**src/rtl/reset_sequencer.sv**
```systemverilog
// Releases per-subsystem resets in order once the PLL lock has been stable long enough,
// then raises ready; any loss of lock re-asserts every reset and restarts the sequence.
module reset_sequencer #(
  parameter int STABLE_CYCLES = 1024,
  parameter int NUM_STAGES    = 3,
  parameter int STAGE_GAP     = 16
) (
  input  logic                  clock,
  input  logic                  reset_n,
  input  logic                  lock_in,
  output logic [NUM_STAGES-1:0] rst_out,
  output logic                  ready,
  output logic [1:0]            state_dbg
);

  localparam int MAX_CNT = (STABLE_CYCLES > STAGE_GAP) ? STABLE_CYCLES : STAGE_GAP;
  localparam int CW      = (MAX_CNT > 1) ? $clog2(MAX_CNT) : 1;
  localparam int SW      = $clog2(NUM_STAGES + 1);

  typedef enum logic [1:0] {
    WAIT_LOCK = 2'd0,
    STABILIZE = 2'd1,
    RELEASE   = 2'd2,
    RUN       = 2'd3
  } state_t;

  state_t                state_q, state_d;
  logic [CW-1:0]         cnt_q, cnt_d;
  logic [SW-1:0]         stage_q, stage_d;
  logic [NUM_STAGES-1:0] rst_q, rst_d;
  logic                  ready_q, ready_d;
  logic                  sync1, lock_s;

  // lock_in is asynchronous to clock; two flops before anything looks at it.
  always_ff @(posedge clock or negedge reset_n) begin
    if (!reset_n) begin
      sync1  <= 1'b0;
      lock_s <= 1'b0;
    end else begin
      sync1  <= lock_in;
      lock_s <= sync1;
    end
  end

  always_ff @(posedge clock or negedge reset_n) begin
    if (!reset_n) begin
      state_q <= WAIT_LOCK;
      cnt_q   <= '0;
      stage_q <= '0;
      rst_q   <= '1;
      ready_q <= 1'b0;
    end else begin
      state_q <= state_d;
      cnt_q   <= cnt_d;
      stage_q <= stage_d;
      rst_q   <= rst_d;
      ready_q <= ready_d;
    end
  end

  always_comb begin
    state_d = state_q;
    cnt_d   = cnt_q;
    stage_d = stage_q;
    rst_d   = rst_q;
    ready_d = ready_q;
    // Loss of lock outranks any terminal count reached on the same cycle.
    if (state_q != WAIT_LOCK && !lock_s) begin
      state_d = WAIT_LOCK;
      cnt_d   = '0;
      stage_d = '0;
      rst_d   = '1;
      ready_d = 1'b0;
    end else begin
      case (state_q)
        WAIT_LOCK: begin
          rst_d   = '1;
          ready_d = 1'b0;
          cnt_d   = '0;
          stage_d = '0;
          if (lock_s) state_d = STABILIZE;
        end
        STABILIZE: begin
          if (cnt_q == CW'(STABLE_CYCLES - 1)) begin
            rst_d[0] = 1'b0;
            cnt_d    = '0;
            stage_d  = SW'(1);
            state_d  = RELEASE;
          end else begin
            cnt_d = cnt_q + 1'b1;
          end
        end
        RELEASE: begin
          if (cnt_q == CW'(STAGE_GAP - 1)) begin
            if (stage_q < SW'(NUM_STAGES)) begin
              for (int i = 0; i < NUM_STAGES; i++) begin
                if (SW'(i) == stage_q) rst_d[i] = 1'b0;
              end
              stage_d = stage_q + 1'b1;
              cnt_d   = '0;
            end else begin
              ready_d = 1'b1;
              state_d = RUN;
            end
          end else begin
            cnt_d = cnt_q + 1'b1;
          end
        end
        RUN: begin
          rst_d   = '0;
          ready_d = 1'b1;
        end
        default: state_d = WAIT_LOCK;
      endcase
    end
  end

  assign rst_out   = rst_q;
  assign ready     = ready_q;
  assign state_dbg = state_q;

endmodule

```
**config.mk**
```make
export PLATFORM = sky130hd
export DESIGN_NAME = reset_sequencer
export DESIGN_NICKNAME = d
export VERILOG_FILES = /design/src/rtl/reset_sequencer.sv
export SDC_FILE = /design/constraint.sdc
export NUM_CORES = 1
export LEC_CHECK = 0
export ABC_AREA = 1
export ABC_CLOCK_PERIOD_IN_PS = 2800
export CAP_MARGIN = 20
export CORE_MARGIN = 5
export CORE_UTILIZATION = 35
export CTS_CLUSTER_DIAMETER = 150
export DETAILED_ROUTE_END_ITERATION = 16
export DONT_BUFFER_PORTS = 1
export PLACE_DENSITY = 0.49
export SYNTH_ARGS = -nofsm -noshare
export SYNTH_HDL_FRONTEND = slang
export SYNTH_SLANG_ARGS = --single-unit
```
**constraint.sdc**
```tcl
create_clock -name clock -period 2.8 [get_ports clock]
set_clock_uncertainty 0.15 [all_clocks]
set_input_delay 0.56 -clock clock [delete_from_list [all_inputs] [get_ports clock]]
set_output_delay 0.56 -clock clock [all_outputs]
set_load 0.05 [all_outputs]
```
==> flow_summary.ini, run 1 <==
[outcome]
outcome = completed

[synth]
synth.most_common_cell = nand2_1
synth_edf_count = 0
ys.warnings.count = 0
ys_seq_elements = 20
ys.flop_type = dfrtp_1
syn-instance-count = 174
syn_nets = 186
yosys.area.top_type = dfrtp_1
synth_area_mm2 = 0.00128
synth.top_cell.area_share_pct = 33.1
seq_area_frac_synth_pct = 39.3
synthArstFlopShare_pct = 100
netlist_top_cells_area = dfrtp_1 33%, nand2_1 12%, ha_1 8.8%
syn_avg_cell_area_um2 = 7.38
netlist_top_cells_count = 42 x nand2_1, 27 x inv_1, 21 x nor2_1
ys_types = 20

[clocking]
cts_buffer_depth = 2
cts_resized = 0
htree_num_levels = 1
cts_setup_buffers = 0
root_buffer = clkbuf_8
clock_sinks = 20
cts_tree = built
clk_latency_ps = 260
cts_buffers = 3
cts_hold_buf = 1
path_clk_slew_ps = 70

[placed_design]
placed_cells = 223
port_buffers = 0
place_congestion = 0.853
hpwl_um = 2060

[global_route]
grt_pass1_wl_um = 4580
overflow = 0
grt_max_degree = 21
grt.total_usage_pct = 11.4
first_global_vias = 1047
antenna_found_initial = 0

[routing]
dr.pass1.iters = 4
wirelength_um = 2580
drt_iter0_drc = 47
avgRoutedWirePerCell_um = 11.3
drc = 0
ant_nets = 0
vias = 1071
vias_per_cell = 4.70

[timing]
hold_viol = 0
rsz0062_at_grt = no
min_period_over_period_pct = 73.8
relSlewSlack_pct = 38.4
timing.fmax_ghz = 0.484
fin_crit_ps = 2070
worst-slew-pin-transition_ps = 922
setup_viol = 0
setup_tns_ps = 0
slew_viol_final = 0

[cells_and_area]
finalNonFillerCells = 228
drive_above_1_share_pct = 11.1
antennaDiodeCount = 0
syn_to_final_growth_pct = 10.0
nets = 193
final_core_util_pct = 39.2

[die]
coreArea_mm2 = 0.00361
start_util_pct = 35.6
die-area_mm2 = 0.00498
die_h_um = 70.6
ios = 9
die_w_um = 70.6
row_count = 22

[worst_setup_path]
start_kind = register
endpoint_kind = register
arrival_ps = 2110
critical_path_required_ps = 2840
path_class = register to register
cp_max_fo = 11

[pwr]
powerDensity_mw_per_mm2 = 947
cellLeakagePower_nw = 0.682
vdd_drop_max_v = 0.000494
power.total_mw = 1.34

[job]
maxCapViolCount = 0

[worst_hold_path]
min_path_type = input port to register
-- final cells by class --
cell class              count  area [um^2]
fillers                   391         2190
clock buffers               4         55.1
multi-input cells         124          659
repair buffers              3         25.0
inverters                  29          109
well taps                  48         60.1
flip-flops and latches     20          504
-- metal layers --
metal	routed length [um]	GRT usage, %
met1	1150	13.6
met2	1320	20.1
met3	72	2.13
met4	40	5.01
met5	0	0
-- path summary, 6_finish.rpt --
path                       cells after the start    startpoint  slack (ps)        to
max                                           11  state_dbg[0]         730  cnt_q[8]
min                                            0       lock_in         180     sync1
max reg2reg                                   11  state_dbg[0]         730  cnt_q[8]
min reg2reg                                    0         sync1         200    lock_s
max in group asynchronous                      1       reset_n        1210  cnt_q[8]
min in group asynchronous                      1       reset_n         730  cnt_q[4]
-- per-stage QoR --
step                      setup WS, ps  hold WS (ps)  area (um^2)
after floorplan                    658           114         1280
after global placement             831           115         1350
after detailed placement           756           115         1350
after CTS                          729           167         1410
after global routing               520           161         1410
final                              732           177         1410
-- placed cells by master, fill, tap and decap left out, types with 2 or more instances in the layout --
| cell type | synthesis | layout |
|---|---|---|
| nand2_1 | 42 | 42 |
| inv_1 | 27 | 27 |
| nor2_1 | 21 | 21 |
| dfrtp_1 | 17 | 17 |
| nand3_1 | 13 | 13 |
| o21ai_0 | 11 | 11 |
| ha_1 | 9 | 9 |
| nand4_1 | 5 | 5 |
| nand2_2 | 4 | 4 |
| xor2_1 | 4 | 4 |
| clkbuf_8 | 0 | 4 |
| nor2_2 | 3 | 3 |
| a21oi_1 | 3 | 3 |
| nor3_1 | 3 | 3 |
| dfstp_2 | 3 | 3 |
| nor2_4 | 2 | 2 |
| inv_2 | 2 | 2 |
| o21a_1 | 2 | 2 |
| buf_4 | 0 | 2 |
-- cell families after synthesis --
group	share of synthesized area, %
simple gates	32.3
flops	39.3
xor+xnor	2.73
fa+ha+maj	8.77
compound gates	7.60
buf+inv	9.36
-- flip-flops by register name (all words and copies together), names as in the netlist --
signal and cells:
cnt_q 10, lock_s 1, ready 1, rst_out 3, stage_q 2, state_dbg 2
sync1 1
-- report_power, final --
part           internal [mW]  switching (mW)  total, mW
sequential             0.365           0.146      0.511
clock                  0.125          0.0956      0.221
combinational          0.188           0.418      0.606
total                  0.678           0.660       1.34
-- worst max-delay path, stage by stage, from the launching register on --
cell and delay (ps):
dfrtp_1 420, inv_1 100, ha_1 260, nor2_4 190, nor2_4 70, nand2_2 80, nand2_2 70, nand2_2 190
inv_1 150, o21ai_0 180, nand2_1 60, nor2_1 80
Note: power is estimated with default switching activity, not from simulation.
==> inputs of run 2 (changes only) <==
- ABC_CLOCK_PERIOD_IN_PS: 2800 -> 1800
- PLACE_DENSITY: 0.49 -> 0.51
- clock period: 2.8 -> 1.8 ns (I/O delays scaled with it)
==> flow_summary.ini, run 2 (synthesis results as in run 1) <==
[outcome]
outcome = finished with violations
violations = negative setup slack

[routing]
wl_met1_um = 1360
route.met3.wl_um = 81
ant_nets = 0
dr.pass1.iters = 4
avgRoutedWirePerCell_um = 12.2
vias = 1197
top_layer_used = met4
wirelength_um = 3080
vias_per_cell = 4.73
dr_wl_met2_um = 1620
drt_iter0_drc = 69
drc = 0

[timing]
min_period_over_period_pct = 102
finalWorstSetupSlack_ps = -34.4
timing.fmax_ghz = 0.545
setup_viol = 5
hold_viol = 0
worst-slew-pin-transition_ps = 930
hold_ws_ps = 207
slew_viol_final = 0
relSlewSlack_pct = 37.8
fin_crit_ps = 1830
rsz0062_at_grt = yes

[worst_setup_path]
path_class = register to register
r2r_setup_slack_ps = -30
reg2reg_depth = 9
endpoint_kind = register
crit_family = simple AND/OR/NAND/NOR gates
cp_max_fo = 7
cpPeakStageDelay_ps = 520
path_depth = 9
cp.buffers_inverters = 3
slowest_stage = dfrtp_4
cp_common_cell = inv_2
crit_chain = inv_4 > ha_2 > inv_2 > nand4_1 > nand2_2 > nand2_4 > inv_2 > nor3_1 > nor2_1
start_kind = register
arrival_ps = 1820
critical_path_required_ps = 1790

[global_route]
overflow = 0
grt_max_degree = 21
antenna_found_initial = 0
grt_pass1_wl_um = 5200
first_global_vias = 1162
grt.total_usage_pct = 12.9

[cells_and_area]
antennaDiodeCount = 0
regMostFlops = cnt_q
largest_reg_flops = 10
final_cell_mix = 36 x nand2_1, 20 x inv_1, 20 x buf_4
nets = 218
final_common_cell = nand2_1
final_core_util_pct = 48.6
drive_above_1_share_pct = 36.1
finalNonFillerCells = 253
final_area_mm2 = 0.00175
syn_to_final_growth_pct = 36.6

[placed_design]
hpwl_um = 2270
port_buffers = 0
dpl-instance-area_mm2 = 0.00149
placed_cells = 238
post-place-ws_ps = -97.7
place_congestion = 0.896

[die]
die-area_mm2 = 0.00498
start_util_pct = 35.6
coreArea_mm2 = 0.00361
row_count = 22
ios = 9
die_h_um = 70.6
die_w_um = 70.6

[worst_hold_path]
hold_depth = 0
min_path_type = register to register

[clocking]
cts_buffers = 3
cts_tree = built
clock_sinks = 20
root_buffer = clkbuf_8
path_clk_slew_ps = 80
htree_num_levels = 1
clk_latency_ps = 260
cts_buffer_depth = 2

[pwr]
vdd_drop_max_v = 0.000753
cellLeakagePower_nw = 0.849
powerDensity_mw_per_mm2 = 1510

[job]
maxCapViolCount = 0
[run 2: changes by cell type in the layout (fill, tap and decap cells not counted), moves of 5 or more]
cell     change
nand2_4      +5
o21ai_0      -6
inv_2        +5
buf_4       +18
nor2_1       -5
inv_1        -7
buf_6        +5
nand2_1      -6
[run 2: power breakdown]
part / internal [mW] / total [mW] / switching (mW)
clock: 0.157 / 0.300 / 0.143
sequential: 0.576 / 0.815 / 0.238
combinational: 0.636 / 1.53 / 0.894
total: 1.37 / 2.65 / 1.28
[run 2: path summary, 6_finish.rpt]
path,start,to
min in group asynchronous,reset_n,cnt_q[3]
setup reg to reg,state_dbg[1],cnt_q[8]
setup / recovery,state_dbg[1],cnt_q[8]
max in group asynchronous,reset_n,state_dbg[1]
hold / removal,sync1,lock_s
hold reg to reg,sync1,lock_s
[run 2: what timing repair did]
| item | in CTS | in global routing |
|---|---|---|
| setup endpoints to repair | 10 | 18 |
| hold buffers | 2 | 0 |
| hold endpoints to repair | 21 | 0 |
| buffers inserted | 1 | 7 |
| cloned | 0 | 1 |
| resized for setup | 4 | 39 |
| pin swaps | 2 | 21 |
[run 2: per-stage QoR]
step | setup TNS (ps) | total power, mW
finish | -92.1 | 2.65
global route | -1360 | 2.84
CTS | -5.56 | 2.38
detailed placement | -307 | 2.01
global placement | -27.0 | 1.98
floorplan | -204 | 1.60
[run 2: layer usage]
layer	up-vias	global-route usage [%]
met3	2	2.27
met1	571	15.8
met4	0	3.76
met2	17	23.2
met5	-	0
li1	607	-
[run 2: cell type report]
type | count | area (um^2)
well taps | 48 | 60.1
multi-input cells | 125 | 800
fillers | 350 | 1850
inverters | 29 | 114
flip-flops and latches | 20 | 509
repair buffers | 27 | 226
clock buffers | 4 | 45.0
